===== src/rtl/float_add_arbiter_if.sv =====
// float_add_arbiter_if: bundles the requester, response and shared-adder streams
// of float_add_arbiter.
//   slave  : arbiter side (takes requests and adder results, drives adder operands and responses)
//   master : environment side (requesters, response sinks and the adder)
// Requester i occupies bits [i*SIZE +: SIZE] of req_a_tdata / req_b_tdata.
interface float_add_arbiter_if #(
  parameter int unsigned SIZE    = 32,
  parameter int unsigned NUM_REQ = 4
);
  logic [NUM_REQ*SIZE-1:0] req_a_tdata;
  logic [NUM_REQ*SIZE-1:0] req_b_tdata;
  logic [NUM_REQ-1:0]      req_tvalid;
  logic [NUM_REQ-1:0]      req_tready;
  logic [SIZE-1:0]         rsp_tdata;
  logic [NUM_REQ-1:0]      rsp_tvalid;
  logic [NUM_REQ-1:0]      rsp_tready;
  logic [SIZE-1:0]         add_a_tdata;
  logic [SIZE-1:0]         add_b_tdata;
  logic                    add_a_tvalid;
  logic                    add_b_tvalid;
  logic                    add_a_tready;
  logic                    add_b_tready;
  logic [SIZE-1:0]         add_result_tdata;
  logic                    add_result_tvalid;
  logic                    add_result_tready;

  modport slave (
    input  req_a_tdata, req_b_tdata, req_tvalid, rsp_tready,
    input  add_a_tready, add_b_tready, add_result_tdata, add_result_tvalid,
    output req_tready, rsp_tdata, rsp_tvalid,
    output add_a_tdata, add_b_tdata, add_a_tvalid, add_b_tvalid, add_result_tready
  );

  modport master (
    output req_a_tdata, req_b_tdata, req_tvalid, rsp_tready,
    output add_a_tready, add_b_tready, add_result_tdata, add_result_tvalid,
    input  req_tready, rsp_tdata, rsp_tvalid,
    input  add_a_tdata, add_b_tdata, add_a_tvalid, add_b_tvalid, add_result_tready
  );
endinterface


===== src/rtl/float_add_arbiter.sv =====
// float_add_arbiter: shares one pipelined floating-point adder between NUM_REQ requesters.
// Round-robin grant with a lock while the adder stalls, an in-order tag FIFO that routes
// each adder result back to the requester that issued it.
// Ports:
//   aclk          clock, rising edge
//   aresetn       synchronous reset, active HIGH (asserted = 1)
//   bus           float_add_arbiter_if.slave: requester, response and adder streams
//   protocol_err  sticky: an adder result arrived with no outstanding tag
//   issue_count / stall_count (only with FLOAT_ADD_ARB_STATS_EN defined): 32-bit wrapping
//                 counters of issues and of cycles the adder operand stalled.
module float_add_arbiter #(
  parameter int unsigned SIZE         = 32,
  parameter int unsigned NUM_REQ      = 4,
  parameter int unsigned MAX_INFLIGHT = 16
) (
  input  logic               aclk,
  input  logic               aresetn,
  float_add_arbiter_if.slave bus,
  output logic               protocol_err
`ifdef FLOAT_ADD_ARB_STATS_EN
  ,
  output logic [31:0]        issue_count,
  output logic [31:0]        stall_count
`endif
);

  localparam int unsigned IDX_W = $clog2(NUM_REQ);
  localparam int unsigned PTR_W = $clog2(MAX_INFLIGHT);
  localparam int unsigned CNT_W = $clog2(MAX_INFLIGHT + 1);

  logic [IDX_W-1:0] rr_ptr_q, rr_ptr_d;
  logic             lock_q, lock_d;
  logic [IDX_W-1:0] lock_idx_q, lock_idx_d;
  logic [CNT_W-1:0] count_q, count_d;
  logic [PTR_W-1:0] wr_ptr_q, rd_ptr_q;
  logic [IDX_W-1:0] tag_mem_q [MAX_INFLIGHT];
  logic             protocol_err_q;

  logic [IDX_W-1:0] grant_idx, cand;
  logic             found;
  logic             issue, pop, stray, empty;
  logic [IDX_W-1:0] head_tag;

  // Grant: held while locked, else first valid requester at or after rr_ptr.
  always_comb begin
    grant_idx = rr_ptr_q;
    found     = 1'b0;
    cand      = '0;
    if (lock_q) begin
      grant_idx = lock_idx_q;
    end else begin
      for (int unsigned k = 0; k < NUM_REQ; k++) begin
        cand = IDX_W'((32'(rr_ptr_q) + k) % NUM_REQ);
        if (!found && bus.req_tvalid[cand]) begin
          grant_idx = cand;
          found     = 1'b1;
        end
      end
    end
  end

  // Operand path.
  always_comb begin
    bus.add_a_tdata = '0;
    bus.add_b_tdata = '0;
    for (int unsigned i = 0; i < NUM_REQ; i++) begin
      if (grant_idx == IDX_W'(i)) begin
        bus.add_a_tdata = bus.req_a_tdata[i*SIZE +: SIZE];
        bus.add_b_tdata = bus.req_b_tdata[i*SIZE +: SIZE];
      end
    end
    // The limit uses the registered count; a same-cycle pop does not free a slot.
    bus.add_a_tvalid = (lock_q || (|bus.req_tvalid)) && (count_q < CNT_W'(MAX_INFLIGHT));
    bus.add_b_tvalid = bus.add_a_tvalid;
    issue            = bus.add_a_tvalid && bus.add_a_tready && bus.add_b_tready;
    bus.req_tready   = issue ? (NUM_REQ'(1) << grant_idx) : '0;
  end

  // Return path: purely combinational steering by the FIFO head tag.
  always_comb begin
    empty                 = (count_q == '0);
    head_tag              = tag_mem_q[rd_ptr_q];
    bus.rsp_tdata         = bus.add_result_tdata;
    if (empty) begin
      bus.rsp_tvalid        = '0;
      bus.add_result_tready = 1'b1;
    end else begin
      bus.rsp_tvalid        = NUM_REQ'(bus.add_result_tvalid) << head_tag;
      bus.add_result_tready = bus.rsp_tready[head_tag];
    end
    pop   = !empty && bus.add_result_tvalid && bus.add_result_tready;
    stray = empty && bus.add_result_tvalid;
  end

  // Next state.
  always_comb begin
    rr_ptr_d   = rr_ptr_q;
    lock_d     = lock_q;
    lock_idx_d = lock_idx_q;
    count_d    = count_q;
    if (issue) begin
      rr_ptr_d = (grant_idx == IDX_W'(NUM_REQ - 1)) ? '0 : grant_idx + IDX_W'(1);
      lock_d   = 1'b0;
    end else if (bus.add_a_tvalid) begin
      lock_d     = 1'b1;
      lock_idx_d = grant_idx;
    end
    unique case ({issue, pop})
      2'b10:   count_d = count_q + CNT_W'(1);
      2'b01:   count_d = count_q - CNT_W'(1);
      default: count_d = count_q;
    endcase
  end

  always_ff @(posedge aclk) begin
    if (aresetn) begin
      rr_ptr_q       <= '0;
      lock_q         <= 1'b0;
      lock_idx_q     <= '0;
      count_q        <= '0;
      wr_ptr_q       <= '0;
      rd_ptr_q       <= '0;
      protocol_err_q <= 1'b0;
    end else begin
      rr_ptr_q   <= rr_ptr_d;
      lock_q     <= lock_d;
      lock_idx_q <= lock_idx_d;
      count_q    <= count_d;
      if (issue) wr_ptr_q <= wr_ptr_q + PTR_W'(1);
      if (pop)   rd_ptr_q <= rd_ptr_q + PTR_W'(1);
      if (stray) protocol_err_q <= 1'b1;
    end
  end

  // Tag storage needs no reset: entries are only read behind a non-zero count.
  always_ff @(posedge aclk) begin
    if (issue) tag_mem_q[wr_ptr_q] <= grant_idx;
  end

  assign protocol_err = protocol_err_q;

`ifdef FLOAT_ADD_ARB_STATS_EN
  logic [31:0] issue_count_q, stall_count_q;

  always_ff @(posedge aclk) begin
    if (aresetn) begin
      issue_count_q <= '0;
      stall_count_q <= '0;
    end else begin
      if (issue)                          issue_count_q <= issue_count_q + 32'd1;
      if (bus.add_a_tvalid && !issue)     stall_count_q <= stall_count_q + 32'd1;
    end
  end

  assign issue_count = issue_count_q;
  assign stall_count = stall_count_q;
`endif

endmodule


===== src/flat_wrapper.sv =====
// flat-port wrapper written by rule: the top's interface ports become plain ports
module float_add_arbiter_flat 
#(
  parameter int unsigned SIZE         = 32,
  parameter int unsigned NUM_REQ      = 4,
  parameter int unsigned MAX_INFLIGHT = 16
)
  (aclk, aresetn, protocol_err, bus_req_a_tdata, bus_req_b_tdata, bus_req_tvalid, bus_rsp_tready, bus_add_a_tready, bus_add_b_tready, bus_add_result_tdata, bus_add_result_tvalid, bus_req_tready, bus_rsp_tdata, bus_rsp_tvalid, bus_add_a_tdata, bus_add_b_tdata, bus_add_a_tvalid, bus_add_b_tvalid, bus_add_result_tready);
  float_add_arbiter_if #(.SIZE(SIZE), .NUM_REQ(NUM_REQ)) bus_i ();
  input  logic aclk;
  input  logic aresetn;
  output logic protocol_err;
  input wire logic [$bits(bus_i.req_a_tdata)-1:0] bus_req_a_tdata;
  input wire logic [$bits(bus_i.req_b_tdata)-1:0] bus_req_b_tdata;
  input wire logic [$bits(bus_i.req_tvalid)-1:0] bus_req_tvalid;
  input wire logic [$bits(bus_i.rsp_tready)-1:0] bus_rsp_tready;
  input wire logic [$bits(bus_i.add_a_tready)-1:0] bus_add_a_tready;
  input wire logic [$bits(bus_i.add_b_tready)-1:0] bus_add_b_tready;
  input wire logic [$bits(bus_i.add_result_tdata)-1:0] bus_add_result_tdata;
  input wire logic [$bits(bus_i.add_result_tvalid)-1:0] bus_add_result_tvalid;
  output wire logic [$bits(bus_i.req_tready)-1:0] bus_req_tready;
  output wire logic [$bits(bus_i.rsp_tdata)-1:0] bus_rsp_tdata;
  output wire logic [$bits(bus_i.rsp_tvalid)-1:0] bus_rsp_tvalid;
  output wire logic [$bits(bus_i.add_a_tdata)-1:0] bus_add_a_tdata;
  output wire logic [$bits(bus_i.add_b_tdata)-1:0] bus_add_b_tdata;
  output wire logic [$bits(bus_i.add_a_tvalid)-1:0] bus_add_a_tvalid;
  output wire logic [$bits(bus_i.add_b_tvalid)-1:0] bus_add_b_tvalid;
  output wire logic [$bits(bus_i.add_result_tready)-1:0] bus_add_result_tready;
  assign bus_i.req_a_tdata = bus_req_a_tdata;
  assign bus_i.req_b_tdata = bus_req_b_tdata;
  assign bus_i.req_tvalid = bus_req_tvalid;
  assign bus_i.rsp_tready = bus_rsp_tready;
  assign bus_i.add_a_tready = bus_add_a_tready;
  assign bus_i.add_b_tready = bus_add_b_tready;
  assign bus_i.add_result_tdata = bus_add_result_tdata;
  assign bus_i.add_result_tvalid = bus_add_result_tvalid;
  assign bus_req_tready = bus_i.req_tready;
  assign bus_rsp_tdata = bus_i.rsp_tdata;
  assign bus_rsp_tvalid = bus_i.rsp_tvalid;
  assign bus_add_a_tdata = bus_i.add_a_tdata;
  assign bus_add_b_tdata = bus_i.add_b_tdata;
  assign bus_add_a_tvalid = bus_i.add_a_tvalid;
  assign bus_add_b_tvalid = bus_i.add_b_tvalid;
  assign bus_add_result_tready = bus_i.add_result_tready;
  float_add_arbiter #(.SIZE(SIZE), .NUM_REQ(NUM_REQ), .MAX_INFLIGHT(MAX_INFLIGHT)) u_core (.aclk(aclk), .aresetn(aresetn), .bus(bus_i), .protocol_err(protocol_err));
endmodule

===== config.mk =====
export PLATFORM = sky130hd
export DESIGN_NAME = float_add_arbiter_flat
export DESIGN_NICKNAME = d
export VERILOG_FILES = /design/src/rtl/float_add_arbiter_if.sv /design/src/rtl/float_add_arbiter.sv /design/src/flat_wrapper.sv
export SDC_FILE = /design/constraint.sdc
export NUM_CORES = 1
export LEC_CHECK = 0
export CELL_PAD_IN_SITES_DETAIL_PLACEMENT = 1
export CELL_PAD_IN_SITES_GLOBAL_PLACEMENT = 1
export CORE_AREA = 2 2 158 160
export DETAILED_ROUTE_END_ITERATION = 10
export DIE_AREA = 0 0 160 162
export PLACE_DENSITY_LB_ADDON = 0.1
export SYNTH_ARGS = -nofsm -noshare
export SYNTH_HDL_FRONTEND = slang
export SYNTH_SLANG_ARGS = --single-unit

===== constraint.sdc =====
create_clock -name aclk -period 6.3 [get_ports aclk]
set_input_delay 1.575 -clock aclk [delete_from_list [all_inputs] [get_ports aclk]]
set_output_delay 1.575 -clock aclk [all_outputs]
set_load 0.05 [all_outputs]

==> flow_summary_export.csv <==
group,metric,value,unit
timing,clock.fmax,165,MHz
status,status,"finished, final reports clean",
cts,clkSinkCount,55,
final_layout,multi_input_area,3460,µm²
setup_path,cp-end-kind,"primary output",
timing,maxSlewHeadroom,44.2,%
synth,synth_cells,796,
run,max-cap-violations,0,
placement,routabilityCongestion,0.813,
synth,synth_top_area_share,18.2,%
placement,dp.final_hpwl,22.3,mm
synth,synth_area_leaders,"edfxtp_1 (18%), a21oi_1 (13%), nor2_1 (12%), nand2_1 (10%), dfxtp_1 (8.7%)",
final_layout,nFillCells,2931,
final_layout,syn_to_final_growth,93.8,%
drt,wl_per_cell,18.6,µm
timing,rsz0062_at_grt,"false",
synth,yosysWarnings,0,
global_routing,grt_pass1_wl,39.6,mm
synth,synth_flop_cell,"edfxtp_1",
global_routing,grt_max_degree,48,
timing,hold_viol,0,
synth,yosysTopAreaCell,"edfxtp_1",
hold_path,hold_start,"u_core.protocol_err$_SDFFE_PP0P_",
setup_path,path_max_fanout,10,
final_layout,seq_area,1420,µm²
cts,clk_path_buf_depth,2,
cts,clkTransAtPathRegs,0.07,ns
placement,port_buffers,344,
drt,firstDrtPassIters,4,
power,p_leak,0.00397,µW
setup_path,startpoint,"bus_req_tvalid[1]",
synth,synth_edf_count,32,
timing,fin_crit_sh,96.3,%
setup_path,crit_arrival,4.49,ns
global_routing,antenna_found_initial,17,
floorplan,placementRows,57,
synth,synth.most_common_cell,"nor2_1",
power,cellPowerDensity,294,nW/µm²
floorplan,ios,409,
floorplan,start_util,21.8,%
global_routing,grt_overflow,0,
synth,synth_commonest_cells,"nor2_1 (164), nand2_1 (143), a21oi_1 (136)",
setup_path,start_kind,"input pin",
timing,fin_crit,6.07,ns
power,power,3000,µW
synth,yosysSeqAreaShare,27.0,%
global_routing,track_usage,19.8,%
global_routing,grt_pass1_vias,6825,
timing,final_max_slew_viol_count,0,
drt,route.detailed.drc,0,
floorplan,dieArea,25900,µm²
timing,setup_viol,0,
hold_path,hold_class,"flop to flop",
synth,synth_area,5270,µm²
cts,numCtsBuffers,5,
power,vdd_ir_drop_max,219,µV
cts,tritoncts,"built",
setup_path,crit_required,4.72,ns
drt,ant_nets,0,
floorplan,die_w,160,µm
synth,synthArstFlopShare,0,%
cts,root_buffer,"clkbuf_16",
synth,synth_nets,1110,
timing,fin_skew,0.00738,ns
cts,clk-insertion-delay-late,0.29,ns
final_layout,final_nets,1416,
floorplan,coreArea,24100,µm²
drt,vias,6492,
drt,viasPerCell,4.51,
synth,ys_ff_latch,55,
cts,htree_levels,2,
final_layout,drive_gt1_share,16.0,%
synth,ys_types,51,
drt,initialDrtViolationCount,235,
timing,fin_hold_ws,0.497,ns
floorplan,dieHeight,162,µm
setup_path,path_class,"input pin to primary output",
drt,routed_wirelength,26.8,mm
timing,worstMarginPinSlew,0.834,ns
synth,avgSynthCellArea,6.62,µm²
## per-layer routing
layer	up-vias	share of wire, %	GRT usage [%]	wire, µm
met5	-	0.21	0	57
met2	189	52	36.5	14100
li1	3306	-	-	-
met3	29	7.4	6.97	1980
met4	8	1.4	5.04	376
met1	2960	38	21.6	10300
## report_power, final
group / switching (µW) / internal (µW)
sequential: 15.4 / 400
combinational: 1220 / 1050
clock: 124 / 189
total: 1360 / 1640
## worst paths after layout
path	end	depth (start not counted)	slack [ns]
max	bus_add_b_tdata[12]	18	0.23
min	u_core.protocol_err$_SDFFE_PP0P_	2	0.50
max reg2reg	u_core.count_q[4]$_SDFFE_PP0P_	15	1.99
min reg2reg	u_core.protocol_err$_SDFFE_PP0P_	2	0.50
## final cells by class
cell class              instances  share of cell area [%]
flip-flops and latches         55                    13.9
clock buffers                   6                    1.26
well taps                     324                    3.97
clock inverters                 2                   0.380
inverters                      11                   0.404
multi-input cells             636                    33.9
repair buffers                393                    45.8
diodes                         12                   0.294
## registers in the layout (all words and copies together) (netlist names), named ones only
register / count
u_core.wr_ptr_q: 4
u_core.rr_ptr_q: 2
u_core.count_q: 5
u_core.lock_idx_q: 2
u_core.protocol_err: 1
u_core.rd_ptr_q: 4
u_core.tag_mem_q: 32
u_core.lock_q: 1
## worst max-delay path: stages
cell           delay, ns
dlygate4sd2_1       0.24
or3b_2              0.46
a21oi_2             0.17
a2111oi_2           0.07
buf_4               0.16
xnor2_2             0.13
mux2i_1             0.15
buf_4               0.15
inv_1               0.07
ha_4                0.20
buf_4               0.15
clkbuf_16           0.16
nor2_1              0.10
a21oi_1             0.06
nor2_2              0.22
a21oi_1             0.08
o21ai_2             0.17
buf_12              0.16
## cell families after synthesis
logic type               count (synthesis)  synth area share [%]
AO/OA/AOI/OAI                          234                  23.9
XOR/XNOR                                 9                  1.50
adder cells (fa/ha/maj)                 13                  3.09
buffers and inverters                  105                  10.3
flip-flops                              55                  27.0
multiplexers                            32                  7.56
AND/OR/NAND/NOR                        348                  26.8
## cell usage in the layout (no fill, tap or decap), types with 11 or more instances in the layout
cell / n
mux2i_1: 18
diode_2: 12
edfxtp_1: 32
o21ai_1: 49
a21oi_1: 132
nand2_1: 143
buf_4: 36
clkdlybuf4s50_1: 272
nor2_1: 160
buf_12: 77
inv_1: 11
o21ai_2: 17
dfxtp_1: 23
## metrics by stage
| stage | worst slack (ns) | util, % | cells | TNS [ns] | instance area (µm²) |
|---|---|---|---|---|---|
| 2_1_floorplan | -0.0000488 | - | 796 | -0.0000488 | 5270 |
| 3_3_place_gp | -0.0666 | 40.6 | 1413 | -0.150 | 9780 |
| 3_5_place_dp | -0.136 | 40.6 | 1413 | -1.44 | 9780 |
| 4_1_cts | 0.000175 | 41.7 | 1425 | 0 | 10100 |
| 5_1_grt | 0.0433 | 42.3 | 1435 | 0 | 10200 |
| 6_report | 0.232 | 42.3 | 1439 | 0 | 10200 |
## repair_timing
| item | 4_1_cts | 5_1_grt |
|---|---|---|
| endpoints found under the setup margin | 57 | 64 |
| gates resized for setup | 17 | 17 |
| buffers inserted | 3 | 1 |
| hold buffers | 0 | 0 |
| cloned | 1 | 2 |
| pin swaps | 3 | 5 |
Power figures use the tool's default switching activity.
